<file path="src/rtl/truth_table_sweeper_if.sv">
// Stimulus/response bundle between the truth-table sweeper and its controller.
// The controller (master) starts sweeps and supplies f_in; the sweeper (slave) drives vectors and results.
interface truth_table_sweeper_if #(
    parameter int N_IN = 5
);
    logic                  start;
    logic [2**N_IN-1:0]    expected;
    logic                  f_in;
    logic [N_IN-1:0]       vec;
    logic                  busy;
    logic                  done;
    logic [2**N_IN-1:0]    tt;
    logic                  pass;
    logic [N_IN:0]         mismatch_cnt;
    logic [N_IN-1:0]       first_fail;

    modport master (
        output start, expected, f_in,
        input  vec, busy, done, tt, pass, mismatch_cnt, first_fail
    );

    modport slave (
        input  start, expected, f_in,
        output vec, busy, done, tt, pass, mismatch_cnt, first_fail
    );
endinterface

</file>
<file path="src/rtl/truth_table_sweeper.sv">
// Exhaustive truth-table sweeper: walks every input vector in ascending order, holds it SETTLE
// cycles, samples f_in, and compares the captured table against an expected table latched at start.
module truth_table_sweeper #(
    parameter int N_IN   = 5,
    parameter int SETTLE = 2
) (
    input  logic                  clk,
    input  logic                  rst_n,
    truth_table_sweeper_if.slave  bus
);
    localparam int                DEPTH     = 2**N_IN;
    localparam logic [N_IN-1:0]   VEC_LAST  = '1;
    localparam logic [3:0]        HOLD_LAST = 4'(SETTLE - 1);

    typedef enum logic [1:0] {IDLE, DRIVE, SAMPLE, DONE} state_t;

    state_t             state;
    logic [3:0]         hold;
    logic [DEPTH-1:0]   exp_q;
    logic [N_IN-1:0]    vec_q;
    logic               busy_q;
    logic               done_q;
    logic [DEPTH-1:0]   tt_q;
    logic               pass_q;
    logic [N_IN:0]      mismatch_q;
    logic [N_IN-1:0]    first_fail_q;

    logic               bit_miss;
    assign bit_miss = (bus.f_in != exp_q[vec_q]);

    // NOTE: all state below is updated with <= so every branch reads pre-edge values;
    // the table registers are plain flops and take part in reset like any other state.
    always_ff @(posedge clk) begin
        if (!rst_n) begin
            state        <= IDLE;
            hold         <= '0;
            exp_q        <= '0;
            vec_q        <= '0;
            busy_q       <= 1'b0;
            done_q       <= 1'b0;
            tt_q         <= '0;
            pass_q       <= 1'b0;
            mismatch_q   <= '0;
            first_fail_q <= '0;
        end else begin
            case (state)
                IDLE, DONE: begin
                    if (bus.start) begin
                        exp_q        <= bus.expected;
                        tt_q         <= '0;
                        mismatch_q   <= '0;
                        first_fail_q <= '0;
                        vec_q        <= '0;
                        hold         <= '0;
                        busy_q       <= 1'b1;
                        done_q       <= 1'b0;
                        pass_q       <= 1'b0;
                        state        <= DRIVE;
                    end
                end

                DRIVE: begin
                    hold <= hold + 4'd1;
                    if (hold == HOLD_LAST) state <= SAMPLE;
                end

                SAMPLE: begin
                    tt_q[vec_q] <= bus.f_in;
                    if (bit_miss) begin
                        mismatch_q <= mismatch_q + (N_IN+1)'(1);
                        if (mismatch_q == '0) first_fail_q <= vec_q;
                    end
                    if (vec_q == VEC_LAST) begin
                        // pass must include this last sample, so it is formed from next-count terms.
                        pass_q <= (mismatch_q == '0) && !bit_miss;
                        busy_q <= 1'b0;
                        done_q <= 1'b1;
                        state  <= DONE;
                    end else begin
                        vec_q <= vec_q + N_IN'(1);
                        hold  <= '0;
                        state <= DRIVE;
                    end
                end

                default: state <= IDLE;
            endcase
        end
    end

    assign bus.vec          = vec_q;
    assign bus.busy         = busy_q;
    assign bus.done         = done_q;
    assign bus.tt           = tt_q;
    assign bus.pass         = pass_q;
    assign bus.mismatch_cnt = mismatch_q;
    assign bus.first_fail   = first_fail_q;
endmodule
</file>
<file path="src/flat_wrapper.sv">
// flat-port wrapper written by rule: the top's interface ports become plain ports
module truth_table_sweeper_flat 
#(
    parameter int N_IN   = 5,
    parameter int SETTLE = 2
)
  (clk, rst_n, bus_start, bus_expected, bus_f_in, bus_vec, bus_busy, bus_done, bus_tt, bus_pass, bus_mismatch_cnt, bus_first_fail);
  truth_table_sweeper_if #(.N_IN(N_IN)) bus_i ();
  input  logic clk;
  input  logic rst_n;
  input wire logic [$bits(bus_i.start)-1:0] bus_start;
  input wire logic [$bits(bus_i.expected)-1:0] bus_expected;
  input wire logic [$bits(bus_i.f_in)-1:0] bus_f_in;
  output wire logic [$bits(bus_i.vec)-1:0] bus_vec;
  output wire logic [$bits(bus_i.busy)-1:0] bus_busy;
  output wire logic [$bits(bus_i.done)-1:0] bus_done;
  output wire logic [$bits(bus_i.tt)-1:0] bus_tt;
  output wire logic [$bits(bus_i.pass)-1:0] bus_pass;
  output wire logic [$bits(bus_i.mismatch_cnt)-1:0] bus_mismatch_cnt;
  output wire logic [$bits(bus_i.first_fail)-1:0] bus_first_fail;
  assign bus_i.start = bus_start;
  assign bus_i.expected = bus_expected;
  assign bus_i.f_in = bus_f_in;
  assign bus_vec = bus_i.vec;
  assign bus_busy = bus_i.busy;
  assign bus_done = bus_i.done;
  assign bus_tt = bus_i.tt;
  assign bus_pass = bus_i.pass;
  assign bus_mismatch_cnt = bus_i.mismatch_cnt;
  assign bus_first_fail = bus_i.first_fail;
  truth_table_sweeper #(.N_IN(N_IN), .SETTLE(SETTLE)) u_core (.clk(clk), .rst_n(rst_n), .bus(bus_i));
endmodule
</file>
<file path="config.mk">
export PLATFORM = sky130hd
export DESIGN_NAME = truth_table_sweeper_flat
export DESIGN_NICKNAME = d
export VERILOG_FILES = /design/src/rtl/truth_table_sweeper_if.sv /design/src/rtl/truth_table_sweeper.sv /design/src/flat_wrapper.sv
export SDC_FILE = /design/constraint.sdc
export NUM_CORES = 1
export LEC_CHECK = 0
export CAP_MARGIN = 20
export CORE_MARGIN = 1.5
export CORE_UTILIZATION = 44
export DETAILED_ROUTE_END_ITERATION = 16
export PLACE_DENSITY_LB_ADDON = 0.3
export SETUP_SLACK_MARGIN = 0.4
export SYNTH_ARGS = -nofsm -noshare
export SYNTH_HDL_FRONTEND = slang
export SYNTH_SLANG_ARGS = --single-unit
export TNS_END_PERCENT = 50
</file>
<file path="constraint.sdc">
create_clock -name clk -period 2.6 [get_ports clk]
set_input_delay 0.26 -clock clk [delete_from_list [all_inputs] [get_ports clk]]
set_output_delay 0.26 -clock clk [all_outputs]
set_load 0.05 [all_outputs]
</file>
==> results.yml <==
route:
  ant_nets: 0
  drc: 0
  firstDrtPassIters: 4
  first_iter_violations: 295
  wl_mm: 11.56
  dr_total_vias: 4216
  post_drt_wl_per_cell_um: 15.27
  vias_per_cell: 5.569
synth:
  synth_top_cell_by_area: "dfxtp_1"
  ys.warnings.count: 0
  syn_avg_cell_area_um2: 7.926
  synth_top_area_frac: 0.4065
  syn-cell-area_mm2: 0.004383
  yosys_register_bits: 89
  ys_top_cells_by_area: "dfxtp_1, a21oi_1, nand2_1"
  yosysSeqAreaShare: 0.4065
  synth_top_flop_cell: "dfxtp_1"
  synth_edf_count: 0
  synthArstFlopShare: 0
  syn_inst: 553
  syn_nets: 601
  synth_cell_types: 48
timing:
  min_period_ns: 2.277
  setup_viol: 0
  tightest_slew_ns: 0.9289
  hold_violations: 0
  hold_ws_ns: 0.4463
  fmaxAchievable_mhz: 439.2
  final_max_slew_viol_count: 0
  rsz0062_at_grt: "true"
  relSlewSlack: 0.3807
  min_period_over_period: 0.8757
  finalSetupTns_ns: 0
  clock_skew_ns: 0.009522
power_and_ir_drop:
  cellPowerDensity_mw_per_mm2: 610.4
  peakVddDrop_mv: 0.2847
  power.leakage_nw: 2.001
  total_power_mw: 3.444
critical_path:
  cp_data_required_time_ns: 2.88
  arrival_ns: 2.56
  r2r_start: "u_core.bus.vec[0]"
  cp_max_fo: 11
  worstSetupPathType: "flip-flop to flip-flop"
  cp-end-kind: "flip-flop"
  r2r_end: "u_core.bus.pass"
  ff2ff_path_depth: 8
  worstSetupStartpointType: "flip-flop"
  r2r_slack_ns: 0.32
grt:
  grt-ovfl-total: 0
  grt_pass1_wl_mm: 18.65
  grt_pass1_vias: 3903
  grt_usage: 0.2225
  antenna_found_initial: 0
  grt_start_max_net_pins: 86
die:
  io-pin-count: 87
  fp.coreArea_mm2: 0.009729
  row_count: 36
  start_util: 0.4505
  die_y_um: 102.8
  die-area_mm2: 0.01057
  chipWidth_um: 102.8
status:
  status: "finished, final reports clean"
layout:
  final_cell_mix: "a21oi_1, nand2_1, clkdlybuf4s50_1"
  drive_above_1_share: 0.1202
  fin_cells: 757
  nets: 667
  final_util: 0.5800
  syn2layout_area_growth_pct: 28.75
  antennaDiodeCount: 0
  final_common_cell: "a21oi_1"
placement:
  dp_hpwl_mm: 7.645
  dp_cells: 735
  port_buffers: 86
  finalWeightedCongestion: 0.8548
cts:
  clkTransAtPathRegs_ns: 0.09
  clk-insertion-delay-late_ns: 0.36
  clkSinkCount: 89
  clockBufferDepth: 2
  root_buffer: "clkbuf_8"
  cts_buffers: 9
  tritoncts: "yes"
  hold_buffers: 0
  h-tree-depth: 3
run:
  max_cap_violations: 0
worst_hold_path:
  hold_path.startpoint: "bus_expected[6]"
  min_path_type: "primary input to flip-flop"
  hold_depth: 3
  holdPathEnd: "u_core.exp_q[6]"
-- how the worst max path moves through the flow --
stage	startpoint	endpoint	slack, ns
after floorplan	u_core.bus.vec[0]	u_core.bus.mismatch_cnt[5]	0.31
after global placement	u_core.bus.vec[0]	u_core.bus.mismatch_cnt[1]	0.23
after detailed placement	u_core.bus.vec[0]	u_core.bus.mismatch_cnt[1]	0.15
after CTS	u_core.bus.vec[0]	u_core.bus.mismatch_cnt[1]	0.33
after global routing	u_core.bus.vec[0]	u_core.bus.mismatch_cnt[4]	0.24
final	u_core.bus.vec[0]	u_core.bus.pass	0.32
-- per-layer routing --
layer / GRT usage / up-vias / routed length (µm) / share of wire
met3: 0.03797 / 15 / 614 / 0.053
met4: 0.08524 / 0 / 190 / 0.016
li1: - / 2077 / - / -
met5: 0 / - / 0 / 0
met1: 0.3065 / 1985 / 5366 / 0.46
met2: 0.3510 / 139 / 5389 / 0.47
-- critical path, cell delays in order (launching register included) --
cell      delay (ns)
dfxtp_4         0.37
buf_12          0.12
mux4_2          0.49
a22o_1          0.25
or2_4           0.26
o211ai_4        0.34
buf_4           0.18
nand4_1         0.06
a21oi_1         0.14
-- power breakdown --
| group | internal [mW] | total [mW] | leakage, nW | switching, mW |
|---|---|---|---|---|
| Sequential | 1.45 | 1.51 | 0.726 | 0.0591 |
| Combinational | 0.310 | 0.848 | 1.16 | 0.538 |
| Clock | 0.572 | 1.08 | 0.117 | 0.513 |
-- registers in the layout, indices dropped and copies added (netlist names) --
| register | count |
|---|---|
| u_core.bus.busy | 1 |
| u_core.bus.done | 1 |
| u_core.bus.first_fail | 5 |
| u_core.bus.mismatch_cnt | 6 |
| u_core.bus.pass | 1 |
| u_core.bus.tt | 32 |
| u_core.bus.vec | 5 |
| u_core.exp_q | 32 |
| u_core.hold | 4 |
| u_core.state | 2 |
-- through the flow --
step / area (µm²) / worst slack (ns)
floorplan: 4395 / 0.3115
global placement: 5296 / 0.2298
detailed placement: 5296 / 0.1518
CTS: 5590 / 0.3264
global route: 5643 / 0.2417
finish: 5643 / 0.3231
-- final cells by class --
class,count,area [µm²]
multi-input combinational,400,2380
inverter,12,45.04
fill,869,4086
tap,133,166.4
sequential,89,1794
clock inverter,6,88.84
timing repair buffer,107,1031
clock buffer,10,137.6
-- Yosys cell counts (2+ instances only) --
cell type,count
and3_1,7
mux2i_1,3
nor2b_1,3
nor4_1,2
dfxtp_1,89
nor2_1,15
and2_1,5
nand4_1,5
buf_1,2
nand2b_1,2
o21a_1,4
buf_6,4
buf_2,3
or2_2,2
and3b_1,2
a2bb2oi_1,2
clkbuf_1,42
nor3b_1,2
nand3_1,43
o211ai_1,4
mux4_2,2
inv_1,11
nor3_1,6
a21oi_1,111
nand2_1,96
a211o_1,3
mux4_1,6
nor3b_2,2
nor4b_1,2
a22oi_2,2
o32ai_1,2
or4_1,3
ha_1,12
o21ai_0,40
-- repair_timing --
item                                    4_1_cts  5_1_grt
endpoints found under the setup margin       14       21
gates resized for setup                       7       12
pin swaps                                     2        3
buffers inserted                              4        2
-- cells by family (layout without fill, tap and decap cells) --
family | Yosys count | after routing | synth area share
simple gates | 198 | 198 | 0.2127
compound gates | 178 | 178 | 0.2275
flops | 89 | 89 | 0.4065
buf+inv | 64 | 135 | 0.06337
fa+ha+maj | 12 | 12 | 0.03426
mux | 12 | 12 | 0.05567
Power figures use the tool's default switching activity.
